File: src/rtl/vga_sync_porch.sv
// Recovers column/row position from the raw Sync_Pulse V_Sync rising edge and
// regenerates porch-corrected active-low syncs, Active_Video and aligned counts.
module vga_sync_porch #(
  parameter int TOTAL_COLS    = 800,
  parameter int TOTAL_ROWS    = 525,
  parameter int ACTIVE_COLS   = 640,
  parameter int ACTIVE_ROWS   = 480,
  parameter int H_FRONT_PORCH = 16,
  parameter int H_BACK_PORCH  = 48,
  parameter int V_FRONT_PORCH = 10,
  parameter int V_BACK_PORCH  = 33,
  parameter int COL_W         = 10,
  parameter int ROW_W         = 10
) (
  input  logic             CLK,
  input  logic             RST,
  input  logic             H_Sync,
  input  logic             V_Sync,
  output logic             H_Sync_Out,
  output logic             V_Sync_Out,
  output logic             Active_Video,
  output logic [COL_W-1:0] Col_Count,
  output logic [ROW_W-1:0] Row_Count,
  output logic             Locked
);

  // Bounds are folded to counter width at elaboration so no runtime subtraction can underflow.
  localparam logic [COL_W-1:0] COL_LAST     = COL_W'(TOTAL_COLS - 1);
  localparam logic [ROW_W-1:0] ROW_LAST     = ROW_W'(TOTAL_ROWS - 1);
  localparam logic [COL_W-1:0] COL_ACTIVE   = COL_W'(ACTIVE_COLS);
  localparam logic [ROW_W-1:0] ROW_ACTIVE   = ROW_W'(ACTIVE_ROWS);
  localparam logic [COL_W-1:0] H_SYNC_FIRST = COL_W'(ACTIVE_COLS + H_FRONT_PORCH);
  localparam logic [COL_W-1:0] H_SYNC_LAST  = COL_W'(TOTAL_COLS - H_BACK_PORCH - 1);
  localparam logic [ROW_W-1:0] V_SYNC_FIRST = ROW_W'(ACTIVE_ROWS + V_FRONT_PORCH);
  localparam logic [ROW_W-1:0] V_SYNC_LAST  = ROW_W'(TOTAL_ROWS - V_BACK_PORCH - 1);

  logic             r_H1;
  logic             r_V1;
  logic [COL_W-1:0] r_Col;
  logic [ROW_W-1:0] r_Row;

  logic             frame_start;
  logic [COL_W-1:0] col_next;
  logic [ROW_W-1:0] row_next;
  logic             locked_next;

  logic             active_next;
  logic             h_sync_next;
  logic             v_sync_next;

  // H_Sync is kept only as an aligned debug tap; position comes from the counter.
  logic             h_sync_unused;
  assign h_sync_unused = r_H1;

  assign frame_start = V_Sync && !r_V1;

  always_comb begin
    col_next    = r_Col;
    row_next    = r_Row;
    locked_next = Locked;
    if (frame_start) begin
      col_next    = '0;
      row_next    = '0;
      locked_next = 1'b1;
    end else if (Locked) begin
      if (r_Col == COL_LAST) begin
        col_next = '0;
        if (r_Row == ROW_LAST) begin
          row_next = '0;
        end else begin
          row_next = r_Row + 1'b1;
        end
      end else begin
        col_next = r_Col + 1'b1;
      end
    end
  end

  always_ff @(posedge CLK) begin
    if (RST) begin
      r_H1   <= 1'b1;
      r_V1   <= 1'b1;
      r_Col  <= '0;
      r_Row  <= '0;
      Locked <= 1'b0;
    end else begin
      r_H1   <= H_Sync;
      r_V1   <= V_Sync;
      r_Col  <= col_next;
      r_Row  <= row_next;
      Locked <= locked_next;
    end
  end

  always_comb begin
    active_next = Locked && (r_Col < COL_ACTIVE) && (r_Row < ROW_ACTIVE);
    h_sync_next = !(Locked && (r_Col >= H_SYNC_FIRST) && (r_Col <= H_SYNC_LAST));
    v_sync_next = !(Locked && (r_Row >= V_SYNC_FIRST) && (r_Row <= V_SYNC_LAST));
  end

  always_ff @(posedge CLK) begin
    if (RST) begin
      H_Sync_Out   <= 1'b1;
      V_Sync_Out   <= 1'b1;
      Active_Video <= 1'b0;
      Col_Count    <= '0;
      Row_Count    <= '0;
    end else begin
      H_Sync_Out   <= h_sync_next;
      V_Sync_Out   <= v_sync_next;
      Active_Video <= active_next;
      Col_Count    <= r_Col;
      Row_Count    <= r_Row;
    end
  end

endmodule

File: config.mk
export PLATFORM = sky130hd
export DESIGN_NAME = vga_sync_porch
export DESIGN_NICKNAME = d
export VERILOG_FILES = /design/src/rtl/vga_sync_porch.sv
export SDC_FILE = /design/constraint.sdc
export NUM_CORES = 1
export LEC_CHECK = 0
export CAP_MARGIN = 20
export CORE_MARGIN = 4
export CORE_UTILIZATION = 38
export DETAILED_ROUTE_END_ITERATION = 16
export DONT_BUFFER_PORTS = 1
export GPL_ROUTABILITY_DRIVEN = 0
export GPL_TIMING_DRIVEN = 0
export HOLD_SLACK_MARGIN = 0.12
export SYNTH_ARGS = -nofsm -noshare
export SYNTH_HDL_FRONTEND = slang
export SYNTH_SLANG_ARGS = --single-unit
File: constraint.sdc
create_clock -name CLK -period 2.1 [get_ports CLK]
set_input_delay 0.42 -clock CLK [delete_from_list [all_inputs] [get_ports CLK]]
set_output_delay 0.42 -clock CLK [all_outputs]
set_load 0.01 [all_outputs]
==> flow_metrics.tcl, run 1 <==
set metrics [dict create \
    diodes 0 \
    routed_wl_um 3480 \
    worstReg2RegStart "r_Col[0]" \
    synthesis.area_um2 1770 \
    die_area_um2 5830 \
    synth_top_family_by_area "simple AND/OR/NAND/NOR gates" \
    holdPathStages 1 \
    cp.required_ps 2340 \
    post-route-drc-count 0 \
    cts_buffers 5 \
    final-hold-violation-count 0 \
    initial_core_util_pct 39.9 \
    powerDensity_nw_per_um2 733 \
    finalSetupTns_ps 0 \
    fp.dieH_um 76.3 \
    grt_max_degree 14 \
    final_common_cell "dfxtp_1" \
    drive_gt1_share_pct 11.0 \
    yosys-mux-area-fraction_pct 0 \
    clk_latency_ps 290 \
    syn_nets 191 \
    clockRootBuffer "clkbuf_8" \
    grt_usage_pct 13.1 \
    ir_worst_vdd_mv 0.244 \
    layout_common_cells "dfxtp_1 (45), nor2_1 (20), nor2b_1 (19)" \
    clk_pin_slew_ps 80 \
    overflow 0 \
    core_um2 4440 \
    seqPwrFrac_pct 61.3 \
    rrSetupSlack_ps 130 \
    yosys.area_share.simple_pct 29.8 \
    vias 1286 \
    synth_compound_area_share_pct 7.05 \
    h-tree-depth 2 \
    drv_slew 0 \
    netlist.area_leader.share_pct 50.8 \
    r2r-end "r_Row[3]" \
    hpwl_um 2500 \
    fin_area_um2 1930 \
    drt_iter0_markers 47 \
    comb_power_share_pct 2.4 \
    io_buffers 0 \
    critPathKind "flop to flop" \
    ant_nets 0 \
    synth-xor-area-share_pct 4.94 \
    syn_area_per_cell_um2 9.70 \
    p_sw_mw 0.307 \
    synth_cell_type_count 35 \
    synth_cells 183 \
    drv_cap 0 \
    die_x_um 76.3 \
    reg2regPathDepth 7 \
    grt_setup_unrepaired "no" \
    synth_area_leaders "dfxtp_1 (51%), nor2b_1 (6.7%), nor2_1 (4.2%)" \
    fmax_mhz 507 \
    cts_tree "built" \
    worst_clock_skew_ps 7.29 \
    pin_count 28 \
    clock_path_buffers 2 \
    utilization_pct 43.4 \
    hold_path_class "input pin to flop" \
    firstDrtPassIters 4 \
    period_share_pct 94.0 \
    yosysSeqAreaShare_pct 50.8 \
    synth_fa_ha_area_share_pct 2.82 \
    yosys.area.top_type "dfxtp_1" \
    placed_area_um2 1840 \
    crit_arrival_ps 2210 \
    rows 24 \
    ctsHoldBuffers 0 \
    area_growth_pct 8.60 \
    worst_slew_pin_slew_ps 476 \
    p_total_mw 1.41 \
    p_int_mw 1.11 \
    finalSetupViolCount 0 \
    cts.sinks 45 \
    grt_first_pass_wirelength_um 6020 \
    min_from "RST" \
    fin_nets 198 \
    dp_slack_ps 69.1 \
    p_clk_share_pct 36.3 \
    switching_share_pct 21.7 \
    ys_ff_latch 45 \
    fin_ws_ps 127 \
    postCtsSetupRepairBufs 0 \
    wl_per_cell_um 14.3 \
    min_to "Col_Count[8]" \
    p_leak_nw 0.668 \
    critPathCaptureType "flop" \
    viasPerCell 5.29 \
    max_slew_margin_pct 68.2 \
    status "complete, no violations" \
    cp-start-kind "flop" \
    fin_crit_ps 1970 \
    grt_antenna_before_repair 0 \
    ctsResizeCount 0 \
    synth_warnings 0 \
    grt_pass1_vias 1315 \
    critPathMaxFanout 10 \
]
## cells in the mapped netlist
library cell and count:
inv_1 5, nand3_1 7, a21oi_1 9, nor2b_1 19, xnor2_1 6, clkbuf_1 2
nor3_1 2, or4_1 3, and3b_2 1, xor2_1 4, or3_1 4, and4_1 1
o31ai_1 3, nand4_1 7, nor3b_1 2, a2111oi_0 1, nor4b_1 1, nor2_1 20
dfxtp_1 45, and3_1 3, nand4b_1 1, nand4_4 1, and4_2 1, ha_1 4
o21ai_1 1, nor2_8 1, o21ai_0 7, or4b_4 1, buf_6 4, a21oi_2 1
buf_2 2, or2_2 2, or2b_1 1, nand2_1 10, and2_1 1
## metrics by stage
step | cells | hold WS (ps)
CTS | 243 | 180
global placement | 235 | 498
detailed placement | 235 | 499
finish | 243 | 191
floorplan | 183 | 472
global route | 243 | 168
## metal layers
layer	GRT usage (%)	part of all wire (%)	wire, µm
met3	5.67	6.2	215
met1	15.1	46	1580
met5	0	0	0
met4	6.88	2.4	83
met2	20.4	46	1600
## layout make-up
class                      instances  area (µm²)
clock buffer                       7        76.3
buffer                             8        62.6
sequential                        45         901
multi-input combinational        125         796
clock inverter                     1        7.51
fill                             433        2520
inverter                           5        18.8
tap                               52        65.1
## worst max-delay path, cell delays in order, from the launching register on
cell,delay (ps)
dfxtp_1,430
ha_1,200
and4_1,240
buf_6,140
nand4_4,110
buf_6,160
or4b_4,510
a21oi_2,140
## flip-flops by register name, indices dropped and copies added (netlist names)
signal / count
Active_Video: 1
r_Row: 10
r_V1: 1
r_Col: 10
V_Sync_Out: 1
Row_Count: 10
Col_Count: 10
H_Sync_Out: 1
Locked: 1
## power groups by stage
stage / combinational [mW] / clock, mW / sequential, mW
6_report: 0.0341 / 0.513 / 0.865
5_1_grt: 0.0383 / 0.577 / 0.866
4_1_cts: 0.0339 / 0.531 / 0.865
3_5_place_dp: 0.0341 / 0 / 0.886
3_3_place_gp: 0.0330 / 0 / 0.885
2_1_floorplan: 0.0259 / 0 / 0.884
## kinds of logic (layout without fill, tap and decap cells)
group | count (synthesis) | count (layout)
AND/OR/NAND/NOR | 89 | 89
XOR/XNOR | 10 | 10
AO/OA/AOI/OAI | 22 | 22
flip-flops | 45 | 45
adder cells (fa/ha/maj) | 4 | 4
buffers and inverters | 13 | 21
## worst max path at each step
stage              from  endpoint  slack [ps]
6_report       r_Col[0]  r_Row[3]         130
5_1_grt        r_Col[0]  r_Row[3]          20
4_1_cts        r_Col[0]  r_Row[2]          70
3_5_place_dp   r_Col[0]  r_Row[2]          70
3_3_place_gp   r_Col[0]  r_Row[2]         160
2_1_floorplan  r_Col[0]  r_Row[3]         310
No activity file was read; power rests on OpenSTA's default activity.
==> run 2: changes to the inputs <==
ABC_AREA = 1   (was not set)
RECOVER_POWER = 50   (was not set)
==> run 2 against run 1 <==
Critical path depth increased by 1. Clock-buffer cell count decreased by 2. Combinational power increased by 19%. Cell area increased by 5.0%. Final cell count increased by 31%. Worst setup slack improved by 330 ps. Maximum frequency increased by 20%.
==> flow_metrics.tcl, run 2 <==
set metrics [dict create \
    status "complete, no violations" \
    synth_area_leaders "dfxtp_1 (48%), nand2_1 (9.8%), nor2_1 (9.8%)" \
    synth_cells 246 \
    ant_nets 0 \
    regArea_um2 901 \
    drive_gt1_share_pct 11.5 \
    startpoint "Locked" \
    postCtsSetupRepairBufs 0 \
    drt_iter0_markers 104 \
    fin_ws_ps 457 \
    dp_slack_ps 653 \
    viasPerCell 4.50 \
    fin_crit_ps 1640 \
    netlist.area_leader.share_pct 48.2 \
    yosysSeqAreaShare_pct 48.2 \
    area_growth_pct 8.23 \
    worstReg2RegStart "Locked" \
    h-tree-depth 2 \
    post-route-drc-count 0 \
    synth_warnings 0 \
    clock_path_buffers 2 \
    synthTopCellsByCount "nand2_1 (49), nor2_1 (49), dfxtp_1 (45)" \
    crit_top_cell "nand2_2" \
    final-hold-violation-count 0 \
    multiInputGateArea_um2 818 \
    drv_cap 0 \
    fin_nets 261 \
    grt_setup_unrepaired "no" \
    async_reset_ff_share_pct 0 \
    synth_edf_count 0 \
    ctsResizeCount 0 \
    syn_nets 254 \
    grt_pass1_vias 1413 \
    crit_arrival_ps 1830 \
    fp.dieH_um 78.1 \
    fmax_mhz 609 \
    min_from "RST" \
    cts.sinks 45 \
    die_area_um2 6110 \
    hold_path_class "input pin to flop" \
    die_x_um 78.1 \
    worst_clock_skew_ps 3.26 \
    cts_buffers 5 \
    period_share_pct 78.2 \
    clk_pin_slew_ps 80 \
    max_slew_margin_pct 66.4 \
    powerDensity_nw_per_um2 683 \
    critPathCaptureType "flop" \
    fillers 553 \
    grt_max_degree 13 \
    drv_slew 0 \
    pin_count 28 \
    cp.required_ps 2290 \
    finalSetupTns_ps 0 \
    critPathMaxFanout 8 \
    core_um2 4750 \
    grt_antenna_before_repair 0 \
    clk_latency_ps 290 \
    cts_tree "built" \
    overflow 0 \
    diodes 0 \
    yosys.area.top_type "dfxtp_1" \
    worst_slew_pin_slew_ps 504 \
    ctsHoldBuffers 0 \
    ir_worst_vdd_mv 0.287 \
    layout_common_cells "nor2_1 (49), nand2_1 (49), dfxtp_1 (45)" \
    wl_per_cell_um 11.8 \
    hpwl_um 2750 \
    critPathKind "flop to flop" \
    crit_chain "clkbuf_1 > inv_4 > nor2_8 > nand2_2 > nand2_4 > nand2_2 > nand2_1 > nor2_1" \
    cp_slowest_cell "dfxtp_1" \
    cp_top_family "simple AND/OR/NAND/NOR gates" \
    vias 1434 \
    ys_ff_latch 45 \
    io_buffers 0 \
    rows 25 \
    finalSetupViolCount 0 \
    slowest_delay_ps 390 \
    critPathBufInv 2 \
    grt_first_pass_wirelength_um 6710 \
    firstDrtPassIters 4 \
    p_leak_nw 0.812 \
    routed_wl_um 3760 \
    clockRootBuffer "clkbuf_8" \
    cp-start-kind "flop" \
    initial_core_util_pct 39.3 \
    grt_usage_pct 14.0 \
    synthesis.area_um2 1870 \
    synth_cell_type_count 29 \
    synthFlopType "dfxtp_1" \
    syn_area_per_cell_um2 7.60 \
]
==> run 2: layout make-up <==
type	instances	area share, %
sequential	45	44.5
inverter	34	6.43
multi-input combinational	163	40.4
buffer	4	0.804
clock inverter	1	0.247
tap	67	4.14
clock buffer	5	3.40
==> run 2: routing by layer <==
metal	routed length (µm)	up-vias	GRT usage, %
met5	0	-	0
li1	-	773	-
met2	1630	28	21.0
met1	1910	629	18.9
met3	171	4	4.36
met4	48	0	5.24
==> run 2: through the flow <==
stage / instance area (µm²) / instances / hold slack, ps / power, mW / util, %
5_1_grt: 2020 / 319 / 186 / 1.46 / 42.6
3_3_place_gp: 1950 / 313 / 457 / 0.923 / 41.1
2_1_floorplan: 1870 / 246 / 441 / 0.912 / -
3_5_place_dp: 1950 / 313 / 461 / 0.924 / 41.1
4_1_cts: 2030 / 319 / 194 / 1.41 / 42.6
6_report: 2020 / 319 / 205 / 1.38 / 42.6
==> run 2: report_power, final <==
part / internal [mW] / switching, mW
Sequential: 0.857 / 0.00377
Clock: 0.219 / 0.262
Combinational: 0.00927 / 0.0312
==> run 2: path summary, 6_finish.rpt <==
path	to	slack (ps)	cells past startpoint
worst max-delay path	r_Row[3]	460	8
worst min-delay path	Col_Count[8]	210	1
worst max register to register	r_Row[3]	460	8
worst min register to register	Col_Count[2]	470	2
==> run 2: cells by family after synthesis <==
group                    Yosys count  synth area share (%)
flip-flops                        45                  48.2
adder cells (fa/ha/maj)            4                  2.68
buffers and inverters             38                  8.03
XOR/XNOR                           3                  1.41
AND/OR/NAND/NOR                  142                  35.5
AO/OA/AOI/OAI                     14                  4.15
==> run 3: changes to the inputs <==
clock period = 1.6 ns   (was 2.1 ns; I/O delays follow)
==> run 3 against run 2 <==
Die area stayed put. Non-clock buffer count is 2 higher. First-iteration DRC count is 6.7% lower. Register-to-register slack worse by 310 ps. Maximum frequency is 13% higher. Final cell count is 0.63% higher. Power is 32% higher. Sequential cell count stayed put. Wire length is 0.61% higher. Via count is 1.7% higher. Hold slack better by 18 ps. Cell area is 1.4% higher.
==> flow_metrics.tcl, run 3 (same netlist as run 2, synthesis figures left out) <==
set metrics [dict create \
    status "complete, no violations" \
    postCtsSetupRepairBufs 0 \
    worst_clock_skew_ps 3.33 \
    fin_crit_ps 1450 \
    vias 1459 \
    clk_latency_ps 290 \
    cts_tree "built" \
    dp_slack_ps 153 \
    io_buffers 0 \
    die_area_um2 6110 \
    grt_setup_unrepaired "no" \
    diodes 0 \
    clock_path_buffers 2 \
    fmax_mhz 688 \
    startpoint "r_Col[1]" \
    cp.required_ps 1790 \
    crit_arrival_ps 1650 \
    powerDensity_nw_per_um2 887 \
    cp.depth 8 \
    placed_area_um2 1950 \
    rows 25 \
    crit_top_cell "nor2_4" \
    layout_common_cells "nand2_1 (49), nor2_1 (48), dfxtp_1 (44)" \
    ant_nets 0 \
    cts.sinks 45 \
    min_from "RST" \
    holdPathStages 2 \
    utilization_pct 43.1 \
    drv_cap 0 \
    grt_pass1_vias 1425 \
    die_x_um 78.1 \
    final-hold-violation-count 0 \
    grt_usage_pct 14.1 \
    clk_pin_slew_ps 80 \
    critPathCaptureType "flop" \
    worstReg2RegStart "r_Col[1]" \
    ir_worst_vdd_mv 0.377 \
    worst_slew_pin_slew_ps 517 \
    instances_no_fill 321 \
    cp_slowest_cell "dfxtp_1" \
    hpwl_um 2750 \
    initial_core_util_pct 39.3 \
    grt_antenna_before_repair 0 \
    cp_top_family "simple AND/OR/NAND/NOR gates" \
    grt_first_pass_wirelength_um 6770 \
    critPathBufInv 0 \
    drt_iter0_markers 97 \
    max_slew_margin_pct 65.6 \
    critPathKind "flop to flop" \
    viasPerCell 4.55 \
    core_um2 4750 \
    slowest_delay_ps 360 \
    period_share_pct 90.9 \
    p_total_mw 1.82 \
    critPathMaxFanout 6 \
    p_leak_nw 0.824 \
    cp-start-kind "flop" \
    firstDrtPassIters 4 \
    routed_wl_um 3780 \
    hold_path_class "input pin to flop" \
    finalSetupViolCount 0 \
    reg2regPathDepth 8 \
    fp.dieH_um 78.1 \
    pin_count 28 \
    clockRootBuffer "clkbuf_8" \
    fin_ws_ps 146 \
    area_growth_pct 9.71 \
    finalSetupTns_ps 0 \
    crit_chain "ha_1 > nand2_2 > nor2_4 > nand3_2 > nor2_4 > nand3_1 > nand2_1 > nor2_1" \
    place_inst 313 \
    drv_slew 0 \
    hold-worst-slack_ps 223 \
    final_common_cell "nand2_1" \
    drive_gt1_share_pct 12.2 \
    h-tree-depth 2 \
    fin_nets 263 \
    fin_area_um2 2050 \
    grt_max_degree 13 \
    wl_per_cell_um 11.8 \
    post-route-drc-count 0 \
    cts_buffers 5 \
    overflow 0 \
]
## run 3: worst paths after layout
path	endpoint	slack [ps]
worst min register to register	Col_Count[2]	470
worst max-delay path	r_Row[9]	150
worst max register to register	r_Row[9]	150
worst min-delay path	V_Sync_Out	220
## run 3: metal layers
layer / global-route usage (%) / vias to the layer above / part of all wire, %
met4: 5.24 / 0 / 1.4
met5: 0 / - / 0
li1: - / 780 / -
met1: 19.0 / 643 / 50
met2: 21.2 / 31 / 44
met3: 4.36 / 5 / 4.5
## run 3: timing repair
item / in CTS / in global routing
resized for setup: 0 / 2
setup endpoints to repair: 0 / 4
hold endpoints to repair: 2 / 1
hold buffers: 1 / 1
## run 3: power breakdown
group	leakage (nW)	total, mW	internal [mW]	switching (mW)
sequential	0.363	1.13	1.13	0.00499
clock	0.0399	0.629	0.287	0.342
combinational	0.421	0.0592	0.0166	0.0426
## run 3: final cells by class
class | instances | area, µm²
repair buffers | 2 | 20.0
well taps | 67 | 83.8
fillers | 549 | 2700
clock buffers | 5 | 68.8
flip-flops and latches | 45 | 902
multi-input cells | 163 | 821
inverters | 34 | 130
plain buffers | 4 | 20.0
clock inverters | 1 | 5.00
